$ cat src/rtl/time_report_pkg.sv
// Shared ASCII constants and FSM state encoding for the time report framer.
// The checksum state and hex helper exist only when FRAMER_CHECKSUM_EN is defined.
package time_report_pkg;

    localparam logic [7:0] ASCII_CR    = 8'h0D;
    localparam logic [7:0] ASCII_LF    = 8'h0A;
    localparam logic [7:0] ASCII_ZERO  = 8'h30;
    localparam logic [7:0] ASCII_QMARK = 8'h3F;
    localparam logic [7:0] ASCII_STAR  = 8'h2A;

    typedef enum logic [2:0] {
        ST_IDLE     = 3'd0,
        ST_SEND_HI  = 3'd1,
        ST_SEND_LO  = 3'd2,
        ST_SEND_SEP = 3'd3,
        ST_SEND_EOL = 3'd4
`ifdef FRAMER_CHECKSUM_EN
        , ST_SEND_CK = 3'd5
`endif
    } state_e;

`ifdef FRAMER_CHECKSUM_EN
    // Uppercase hex character for one nibble of the running XOR
    function automatic logic [7:0] hex_ascii(input logic [3:0] nib);
        if (nib > 4'd9) begin
            hex_ascii = 8'h37 + {4'h0, nib};
        end else begin
            hex_ascii = ASCII_ZERO + {4'h0, nib};
        end
    endfunction
`endif

endpackage

$ cat src/rtl/time_report_framer_if.sv
// Byte-stream handshake between the framer and the downstream TX FIFO.
interface time_report_framer_if;
    logic [7:0] o_tx_data;
    logic       o_tx_valid;
    logic       i_tx_ready;

    modport master (output o_tx_data, output o_tx_valid, input i_tx_ready);
    modport slave  (input o_tx_data, input o_tx_valid, output i_tx_ready);
endinterface

$ cat src/rtl/bcd_to_ascii.sv
// One BCD digit to its ASCII character; out-of-range digits become '?'.
module bcd_to_ascii
    import time_report_pkg::*;
(
    input  logic [3:0] digit,
    output logic [7:0] ascii
);
    assign ascii = (digit > 4'd9) ? ASCII_QMARK : (ASCII_ZERO + {4'h0, digit});
endmodule

$ cat src/rtl/time_report_framer.sv
// Serialises a snapshot of BCD time fields into an ASCII line on a ready/valid byte stream.
// Define FRAMER_CHECKSUM_EN to append '*' and a two-char hex XOR checksum before the EOL.
module time_report_framer
    import time_report_pkg::*;
#(
    parameter int         NUM_FIELDS = 3,
    parameter logic [7:0] SEP_CHAR   = 8'h3A,
    parameter int         PERIOD     = 1,
    parameter bit         EOL_CRLF   = 1'b1
) (
    input  logic                    clk,
    input  logic                    rst,
    input  logic                    i_trig_tick,
    input  logic                    i_req,
    input  logic [NUM_FIELDS*8-1:0] i_digits,
    time_report_framer_if.master    tx,
    output logic                    o_busy,
    output logic                    o_frame_done,
    output logic [7:0]              o_overrun_cnt
);
    localparam logic [7:0] PERIOD_M1  = 8'(PERIOD - 1);
    localparam logic [1:0] LAST_FIELD = 2'(NUM_FIELDS - 1);

    state_e                  state_r, nxt_state_s;
    logic [1:0]              field_r, nxt_field_s, sub_r, nxt_sub_s;
    logic [NUM_FIELDS*8-1:0] snap_r, src_s;
    logic [7:0]              period_cnt_r, tx_data_r, overrun_r, digit_byte_s, digit_char_s, char_s;
    logic [3:0]              nibble_s;
    logic                    tx_valid_r, busy_r, pending_r;
    logic                    accept_s, wrap_s, trig_s, last_s, done_s, start_s, busy_now_s;
`ifdef FRAMER_CHECKSUM_EN
    logic [7:0]              ck_r;
`endif

    assign accept_s   = tx_valid_r && tx.i_tx_ready;
    assign wrap_s     = i_trig_tick && (period_cnt_r == PERIOD_M1);
    assign trig_s     = i_req || wrap_s;
    assign busy_now_s = (state_r != ST_IDLE);
    assign last_s     = (state_r == ST_SEND_EOL) && (EOL_CRLF ? (sub_r == 2'd1) : (sub_r == 2'd0));
    assign done_s     = accept_s && last_s;
    // A queued or coincident trigger restarts straight from the last byte, keeping busy unbroken
    assign start_s    = ((state_r == ST_IDLE) && trig_s) || (done_s && (pending_r || trig_s));
    assign src_s      = start_s ? i_digits : snap_r;

    // Sequence step: which character follows the one currently presented
    always_comb begin
        nxt_state_s = state_r;
        nxt_field_s = field_r;
        nxt_sub_s   = sub_r;
        if (start_s) begin
            nxt_state_s = ST_SEND_HI;
            nxt_field_s = 2'd0;
            nxt_sub_s   = 2'd0;
        end else begin
            case (state_r)
                ST_SEND_HI: nxt_state_s = ST_SEND_LO;
                ST_SEND_LO: begin
                    nxt_sub_s = 2'd0;
                    if (field_r == LAST_FIELD) begin
`ifdef FRAMER_CHECKSUM_EN
                        nxt_state_s = ST_SEND_CK;
`else
                        nxt_state_s = ST_SEND_EOL;
`endif
                    end else begin
                        nxt_state_s = ST_SEND_SEP;
                    end
                end
                ST_SEND_SEP: begin
                    nxt_state_s = ST_SEND_HI;
                    nxt_field_s = field_r + 2'd1;
                end
`ifdef FRAMER_CHECKSUM_EN
                ST_SEND_CK: begin
                    if (sub_r == 2'd2) begin
                        nxt_state_s = ST_SEND_EOL;
                        nxt_sub_s   = 2'd0;
                    end else begin
                        nxt_sub_s = sub_r + 2'd1;
                    end
                end
`endif
                ST_SEND_EOL: begin
                    if (last_s) begin
                        nxt_state_s = ST_IDLE;
                    end else begin
                        nxt_sub_s = sub_r + 2'd1;
                    end
                end
                default: nxt_state_s = ST_IDLE;
            endcase
        end
    end

    assign digit_byte_s = src_s[{nxt_field_s, 3'b000} +: 8];
    assign nibble_s     = (nxt_state_s == ST_SEND_HI) ? digit_byte_s[7:4] : digit_byte_s[3:0];

    bcd_to_ascii u_bcd (.digit(nibble_s), .ascii(digit_char_s));

    // Character for the next state
    always_comb begin
        case (nxt_state_s)
            ST_SEND_HI, ST_SEND_LO: char_s = digit_char_s;
            ST_SEND_SEP:            char_s = SEP_CHAR;
            ST_SEND_EOL:            char_s = (EOL_CRLF && (nxt_sub_s == 2'd0)) ? ASCII_CR : ASCII_LF;
`ifdef FRAMER_CHECKSUM_EN
            ST_SEND_CK: begin
                case (nxt_sub_s)
                    2'd0:    char_s = ASCII_STAR;
                    2'd1:    char_s = hex_ascii(ck_r[7:4]);
                    default: char_s = hex_ascii(ck_r[3:0]);
                endcase
            end
`endif
            default:                char_s = 8'h00;
        endcase
    end

    // FSM, output registers, period counter and trigger bookkeeping
    always_ff @(posedge clk) begin
        if (rst) begin
            state_r      <= ST_IDLE;
            field_r      <= 2'd0;
            sub_r        <= 2'd0;
            snap_r       <= '0;
            period_cnt_r <= 8'd0;
            tx_data_r    <= 8'd0;
            tx_valid_r   <= 1'b0;
            busy_r       <= 1'b0;
            pending_r    <= 1'b0;
            overrun_r    <= 8'd0;
`ifdef FRAMER_CHECKSUM_EN
            ck_r         <= 8'd0;
`endif
        end else begin
            if (i_trig_tick) begin
                period_cnt_r <= wrap_s ? 8'd0 : (period_cnt_r + 8'd1);
            end
            if (start_s || (accept_s && !done_s)) begin
                state_r    <= nxt_state_s;
                field_r    <= nxt_field_s;
                sub_r      <= nxt_sub_s;
                tx_data_r  <= char_s;
                tx_valid_r <= 1'b1;
                busy_r     <= 1'b1;
            end else if (done_s) begin
                state_r    <= ST_IDLE;
                tx_valid_r <= 1'b0;
                busy_r     <= 1'b0;
            end
            if (start_s) begin
                snap_r <= i_digits;
            end
`ifdef FRAMER_CHECKSUM_EN
            if (start_s) begin
                ck_r <= 8'd0;
            end else if (accept_s && ((state_r == ST_SEND_HI) || (state_r == ST_SEND_LO) ||
                                      (state_r == ST_SEND_SEP))) begin
                ck_r <= ck_r ^ tx_data_r;
            end
`endif
            // The pending slot is consumed on completion; a trigger in that same cycle refills it
            if (done_s) begin
                pending_r <= pending_r && trig_s;
            end else if (busy_now_s && trig_s) begin
                if (pending_r) begin
                    overrun_r <= (overrun_r == 8'hFF) ? 8'hFF : (overrun_r + 8'd1);
                end else begin
                    pending_r <= 1'b1;
                end
            end
        end
    end

    assign tx.o_tx_data  = tx_data_r;
    assign tx.o_tx_valid = tx_valid_r;
    assign o_busy        = busy_r;
    assign o_frame_done  = done_s && !rst;
    assign o_overrun_cnt = overrun_r;

endmodule

$ cat src/flat_wrapper.sv
// flat-port wrapper written by rule: the top's interface ports become plain ports
module time_report_framer_flat import time_report_pkg::*;
#(
    parameter int         NUM_FIELDS = 3,
    parameter logic [7:0] SEP_CHAR   = 8'h3A,
    parameter int         PERIOD     = 1,
    parameter bit         EOL_CRLF   = 1'b1
)
  (clk, rst, i_trig_tick, i_req, i_digits, o_busy, o_frame_done, o_overrun_cnt, tx_o_tx_data, tx_o_tx_valid, tx_i_tx_ready);
  time_report_framer_if tx_i ();
  input  logic clk;
  input  logic rst;
  input  logic i_trig_tick;
  input  logic i_req;
  input  logic [NUM_FIELDS*8-1:0] i_digits;
  output logic o_busy;
  output logic o_frame_done;
  output logic [7:0] o_overrun_cnt;
  output wire logic [$bits(tx_i.o_tx_data)-1:0] tx_o_tx_data;
  output wire logic [$bits(tx_i.o_tx_valid)-1:0] tx_o_tx_valid;
  input wire logic [$bits(tx_i.i_tx_ready)-1:0] tx_i_tx_ready;
  assign tx_o_tx_data = tx_i.o_tx_data;
  assign tx_o_tx_valid = tx_i.o_tx_valid;
  assign tx_i.i_tx_ready = tx_i_tx_ready;
  time_report_framer #(.NUM_FIELDS(NUM_FIELDS), .SEP_CHAR(SEP_CHAR), .PERIOD(PERIOD), .EOL_CRLF(EOL_CRLF)) u_core (.clk(clk), .rst(rst), .i_trig_tick(i_trig_tick), .i_req(i_req), .i_digits(i_digits), .tx(tx_i), .o_busy(o_busy), .o_frame_done(o_frame_done), .o_overrun_cnt(o_overrun_cnt));
endmodule
$ cat config.mk
export PLATFORM = sky130hd
export DESIGN_NAME = time_report_framer_flat
export DESIGN_NICKNAME = d
export VERILOG_FILES = /design/src/rtl/time_report_pkg.sv /design/src/rtl/time_report_framer_if.sv /design/src/rtl/bcd_to_ascii.sv /design/src/rtl/time_report_framer.sv /design/src/flat_wrapper.sv
export SDC_FILE = /design/constraint.sdc
export NUM_CORES = 1
export LEC_CHECK = 0
export ABC_AREA = 1
export BUFFER_PORTS_ARGS = -buffer_cell sky130_fd_sc_hd__buf_2
export CORE_MARGIN = 1.5
export CORE_UTILIZATION = 50
export CTS_CLUSTER_DIAMETER = 100
export DETAILED_ROUTE_END_ITERATION = 6
export GPL_TIMING_DRIVEN = 0
export PLACE_DENSITY = 0.75
export SLEW_MARGIN = 10
export SYNTH_ARGS = -nofsm -noshare
export SYNTH_HDL_FRONTEND = slang
export SYNTH_SLANG_ARGS = --single-unit
$ cat constraint.sdc
create_clock -name clk -period 3.3 [get_ports clk]
set_clock_uncertainty 0.15 [all_clocks]
set_input_delay 0.495 -clock clk [delete_from_list [all_inputs] [get_ports clk]]
set_output_delay 0.495 -clock clk [all_outputs]
set_load 0.05 [all_outputs]
* After elaboration in Yosys (flattened, before gate mapping) *
Index checks and enable logic that the tools add are counted.

operators by class
  magnitude comparators = 1
  reduce and logical (&&, ||, !) cells = 24
  mux-type cells = 22
  bitwise operators = 1
  shifts and indexed selects = 1
  $add $sub $neg = 5
  equality and inequality tests = 11

operator list
  kind                                                   count
  2-to-1 mux 24 bit                                      1
  case mux 8 bit (3 select lines)                        1
  indexed part select 24 x 6 -> 8 bit                    1
  2-to-1 mux 3 bit                                       6
  adder 8 x 1 -> 8 bit (second input constant)           2
  2-to-1 mux 8 bit                                       2
  == test 3 x 2 -> 1 bit (second input constant)         4
  case mux 3 bit (4 select lines)                        1
  logical AND 1 bit                                      10
  == test 8 bit (second input constant)                  1
  logical NOT 8 bit                                      1
  2-to-1 mux 2 bit                                       4
  adder 6 x 4 -> 7 bit (first input constant)            1
  2-to-1 mux 7 bit                                       1
  == test 3 x 1 -> 1 bit (second input constant)         2
  == test 3 bit (second input constant)                  2
  adder 2 x 1 -> 2 bit (second input constant)           2
  greater-than comparator 4 bit (second input constant)  1
  logical OR 1 bit                                       4
  2-to-1 mux 1 bit                                       4
  2-to-1 mux 4 bit                                       1
  case mux 2 bit (2 select lines)                        1
  nonzero test 2 bit                                     2
  logical NOT 3 bit                                      1
  8 further kinds                                        9

storage, ports and cells
  register bits = 57
  output and inout port bits = 19
  input port bits = 29
  word-level logic and storage cells = 74

* Longest topological paths before layout *
  depth after elaboration = 12
  mapped depth = 23
  gate-level depth less buffers = 22

* Cells and area by module *
From an unflattened synthesis, not the netlist that was laid out.

unflattened totals
  cells, all modules = 433
  area, all modules = 3091.7 µm²

by module, submodules not included
  module              cells each  area an instance (µm²)  times used  sequential area each (µm²)
  time_report_framer  419         3019.1                  1           1141.1
  bcd_to_ascii        14          72.6                    1           0.0

* Worst setup path after synthesis *
OpenSTA, ideal clock, no wires.

  kind = register to output
  start point = reg u_core.o_busy (netlist name)
  end point = out o_frame_done
  buffers on the path = 0
  path slack = 0.499 ns
  arrival = 2.156 ns
  cell stages (with the launch flop) = 3
  required time = 2.655 ns
  cells stage by stage = dfxtp_1 -> nand2_1 -> nor3_1

RTL lines
  element           line                RTL
  end: declaration  flat_wrapper.sv:17  output logic o_frame_done;

* Worst setup path after layout *
  start point = reg u_core.period_cnt_r[0]
  end point = reg u_core.tx_data_r[0], in the netlist u_core.tx.o_tx_data[0]

on the way
  longest elaborated chain between the ends = 12
  elaborated cells between the ends (all ways) = 25
  classes of those cells = add/sub: 1; order compare: 1; eq/ne: 4; shift: 1; mux: 8; reduce/logical: 10

ends and longest elaborated chain
  element                                                                        line                                                                           RTL
  start: declaration                                                             time_report_framer.sv:27                                                       logic [7:0] period_cnt_r, tx_data_r, overrun_r, digit_byte_s, digit_char_s, char_s;
  start signal: assignment                                                       time_report_framer.sv:137                                                      period_cnt_r <= wrap_s ? 8'd0 : (period_cnt_r + 8'd1);
  logical NOT 8 bit *                                                            time_report_framer.sv:36                                                       assign wrap_s = i_trig_tick && (period_cnt_r == PERIOD_M1);
  logical AND 1 bit *                                                            time_report_framer.sv:36
  logical OR 1 bit *                                                             time_report_framer.sv:37                                                       assign trig_s = i_req || wrap_s;
  logical OR 1 bit                                                               time_report_framer.sv:42                                                       assign start_s = ((state_r == ST_IDLE) && trig_s) || (done_s && (pending_r || trig_s));
  logical AND 1 bit                                                              time_report_framer.sv:42
  logical OR 1 bit *                                                             time_report_framer.sv:42
  2-to-1 mux 24 bit, or another cell as far along                                time_report_framer.sv:43                                                       assign src_s = start_s ? i_digits : snap_r;
  indexed part select 24 x 6 -> 8 bit or == test 3 x 1 -> 1 bit (tied branches)  time_report_framer.sv:95, time_report_framer.sv:96, time_report_framer.sv:102
  2-to-1 mux 4 bit                                                               time_report_framer.sv:96                                                       assign nibble_s = (nxt_state_s == ST_SEND_HI) ? digit_byte_s[7:4] : digit_byte_s[3:0];
  adder 6 x 4 -> 7 bit or greater-than comparator 4 bit (tied branches)          bcd_to_ascii.sv:8                                                              assign ascii = (digit > 4'd9) ? ASCII_QMARK : (ASCII_ZERO + {4'h0, digit});
  2-to-1 mux 7 bit                                                               bcd_to_ascii.sv:8
  case mux 8 bit (3 select lines)                                                time_report_framer.sv:102                                                      case (nxt_state_s)
  end signal: assignment                                                         time_report_framer.sv:143                                                      tx_data_r <= char_s;
  end: declaration                                                               time_report_framer.sv:27

Mark *: on every way between the ends. The rest lies on a longest branch, timed or not.
A chain may end at the register's enable or synchronous reset.

==> summary.md <==
| Metric | Value |
|---|---|
| CP endpoint kind | `flop` |
| Relative slew slack | `59.4%` |
| FP Rows | `28` |
| First-pass GRT wire length | `11,300 µm` |
| Hold buffer count at cts | `0` |
| Routed wire length | `6710 µm` |
| Setup TNS | `0 ns` |
| Synth Cell Area | `0.00306 mm²` |
| Layout cells sized above 1 | `19.3%` |
| Most frequent cells in the layout | `nand2_1, dfxtp_1, inv_1` |
| Status | `completed` |
| Most common flop cell mapped by yosys | `dfxtp_1` |
| Fin crit share | `79.9%` |
| Worst min path class | `primary input to flop` |
| DR WL/cell | `11.7 µm` |
| Fillers | `606` |
| Worst Setup Start Kind | `flop` |
| Core area | `0.00592 mm²` |
| FFs w/ async S/R, synth | `0%` |
| Sequential share of the synthesized area | `35.4%` |
| Worst reg2reg path endpoint | `u_core.tx.o_tx_data[0]` |
| Synth cell types | `42` |
| Clk buf depth | `2` |
| Overall power | `0.00274 W` |
| Hold_sp | `i_trig_tick` |
| Leak Pwr | `1.69 nW` |
| Post-layout min period | `2.64 ns` |
| Synth warn | `0` |
| Area growth, synth to finish | `13.4%` |
| CTS Root Cell | `clkbuf_8` |
| Htree depth | `2` |
| Crit path kind | `flop to flop` |
| Number of gates resized after CTS | `0` |
| Syn avg cell area | `6.88 µm²` |
| Critical Path RT | `3.33 ns` |
| Data arrival time of the worst path | `2.67 ns` |
| Global route total overflow | `0` |
| DP HPWL | `4970 µm` |
| Hold WS | `0.284 ns` |
| Post-CTS Setup Bufs | `0` |
| Final nets | `530` |
| Vias/cell | `4.99` |
| Internal reg-to-reg setup slack | `0.66 ns` |
| Diode count | `0` |
| Commonest non-fill, non-tap cell in the layout | `nand2_1` |
| GP Congestion | `0.884` |
| FF+latch count, synth | `54` |
| Initial antenna violation count | `0` |
| RSZ-0062 raised after global routing | `false` |
| I/O pins | `48` |
| Die ar. | `0.00659 mm²` |
| DRC violations left | `0` |
| Peak fanout along the critical path | `10` |
| Reg-to-Reg Start | `u_core.period_cnt_r[0]` |
| Final hold violation count | `0` |
| Clock-pin slew on the worst setup and hold paths | `0.09 ns` |
| DRT iter0 DRCs | `114` |
| Setup violations, final | `0` |
| Post-synth EDFFs | `0` |
| Power per cell area | `792 mW/mm²` |
| Global Route Usage Sum | `21.8%` |
| CTS sink cnt | `54` |
| CTS tree | `done` |
| Max_cap viols | `0` |
| Die Span X | `81.2 µm` |
| Starting Density | `51.6%` |
| Clk Latency, worst-skew pair | `0.31 ns` |
| Fmax | `379 MHz` |
| Synthesized instance count | `444` |
| Hold Crit Depth | `2` |
| Die H | `81.2 µm` |
| DRT antenna net count | `0` |
| DR pass1 iterations | `4` |
| I/O Buffers | `44` |
| WHS Endpoint | `u_core.period_cnt_r[0]` |
| Cell count of the worst reg-to-reg path | `23` |
| CTS Buf Count | `5` |
| Peak VDD IR | `411 µV` |
| Largest net degree at the start of global routing | `16` |
| Via count | `2,854` |
| Final Max Tran Viols | `0` |
| Worst Tran Pin Value | `0.609 ns` |
| Vias in the first global route | `2,574` |
per-stage QoR:
| stage | cells | cell area (µm²) | util (%) | worst slack [ns] |
|---|---|---|---|---|
| finish | 572 | 3470 | 58.5 | 0.662 |
| global route | 572 | 3470 | 58.5 | 0.387 |
| CTS | 572 | 3470 | 58.5 | 0.671 |
| detailed placement | 564 | 3370 | 57.0 | 0.634 |
| global placement | 564 | 3370 | 57.0 | 0.643 |
| floorplan | 445 | 3060 | - | 0.499 |
cells by family after synthesis:
kind of cell	synth area share [%]
and+or+nand+nor	36.8
buffers and inverters	12.2
AOI/OAI and AO/OA	12.3
DFF	35.4
adders and majority gates	2.05
xor gates and xnor gates	1.11
other	0.123
power breakdown:
part / leakage [nW] / internal, W / switching [W]
Clock: 0.0482 / 0.000170 / 0.000217
Combinational: 1.20 / 0.000518 / 0.000996
Sequential: 0.443 / 0.000785 / 0.0000583
Total: 1.69 / 0.00147 / 0.00127
critical path, stage by stage (launching register included):
cell and delay (ns):
dfxtp_1 0.37, inv_1 0.09, ha_1 0.19, nand2_1 0.06
nor2_1 0.06, nand2_4 0.07, nand3_2 0.09, nand2_4 0.15
nand2_4 0.11, buf_12 0.16, nor2_8 0.16, nand3_1 0.11
nand2_1 0.07, nand2_1 0.04, nand2_1 0.06, nand2_1 0.05
nand2_1 0.10, nand2_1 0.06, nand2_1 0.07, nand2_1 0.06
nand2_1 0.05, nand2_1 0.05, nand2_1 0.07, a21oi_2 0.05
synthesized netlist by cell type, types with 2 or more instances:
library cell,instances,share of area [%]
nand3_2,4,1.3
inv_2,7,0.86
buf_6,4,1.5
nor3_1,7,1.1
nor2_1,32,3.9
a31oi_1,4,0.82
nand3_1,44,7.2
nand4_1,4,0.82
nor2_8,2,1.3
nand2_2,6,1.2
a21oi_2,2,0.57
buf_2,4,0.65
o21a_1,4,0.98
a221oi_1,2,0.57
ha_1,5,2.0
buf_4,7,1.7
inv_1,50,6.1
o21ai_0,15,2.5
nand2_4,4,1.5
o21ai_1,11,1.8
nand2_1,115,14
dfxtp_1,54,35
or2_1,4,0.82
and2_1,4,0.82
a21oi_1,22,3.6
nor2_4,2,0.74
nand3b_1,5,1.2
o22ai_1,2,0.41
clkbuf_1,5,0.61
layout make-up:
class | instances | area [µm²] | share of cell area, %
tap | 75 | 93.8 | 2.71
buffer | 21 | 156 | 4.51
clock buffer | 7 | 86.3 | 2.49
sequential | 54 | 1080 | 31.2
inverter | 58 | 218 | 6.28
multi-input combinational | 312 | 1610 | 46.3
clock inverter | 1 | 5.00 | 0.144
timing repair buffer | 44 | 220 | 6.35
flip-flops by register name, summed over array words and instances, names as in the netlist:
| signal | flops |
|---|---|
| u_core.field_r | 2 |
| u_core.o_busy | 1 |
| u_core.o_overrun_cnt | 8 |
| u_core.pending_r | 1 |
| u_core.period_cnt_r | 8 |
| u_core.snap_r | 24 |
| u_core.state_r | 3 |
| u_core.sub_r | 2 |
| u_core.tx.o_tx_data | 5 |
metal layers:
metal | wire, µm | up-vias | track usage, %
met4 | 46 | 0 | 4.31
met1 | 3210 | 1254 | 29.3
met2 | 3070 | 73 | 36.8
met5 | 0 | - | 0
met3 | 386 | 4 | 3.48
li1 | - | 1523 | -
worst max-delay path by stage:
| stage | from | endpoint |
|---|---|---|
| after global routing | u_core.period_cnt_r[0] | u_core.tx.o_tx_data[1] |
| after floorplan | u_core.o_busy | o_frame_done |
| after global placement | tx_i_tx_ready | u_core.tx.o_tx_data[0] |
| after detailed placement | tx_i_tx_ready | u_core.tx.o_tx_data[0] |
| after CTS | u_core.period_cnt_r[0] | u_core.tx.o_tx_data[1] |
| final | u_core.period_cnt_r[0] | u_core.tx.o_tx_data[0] |
(Power assumes the default switching activity.)
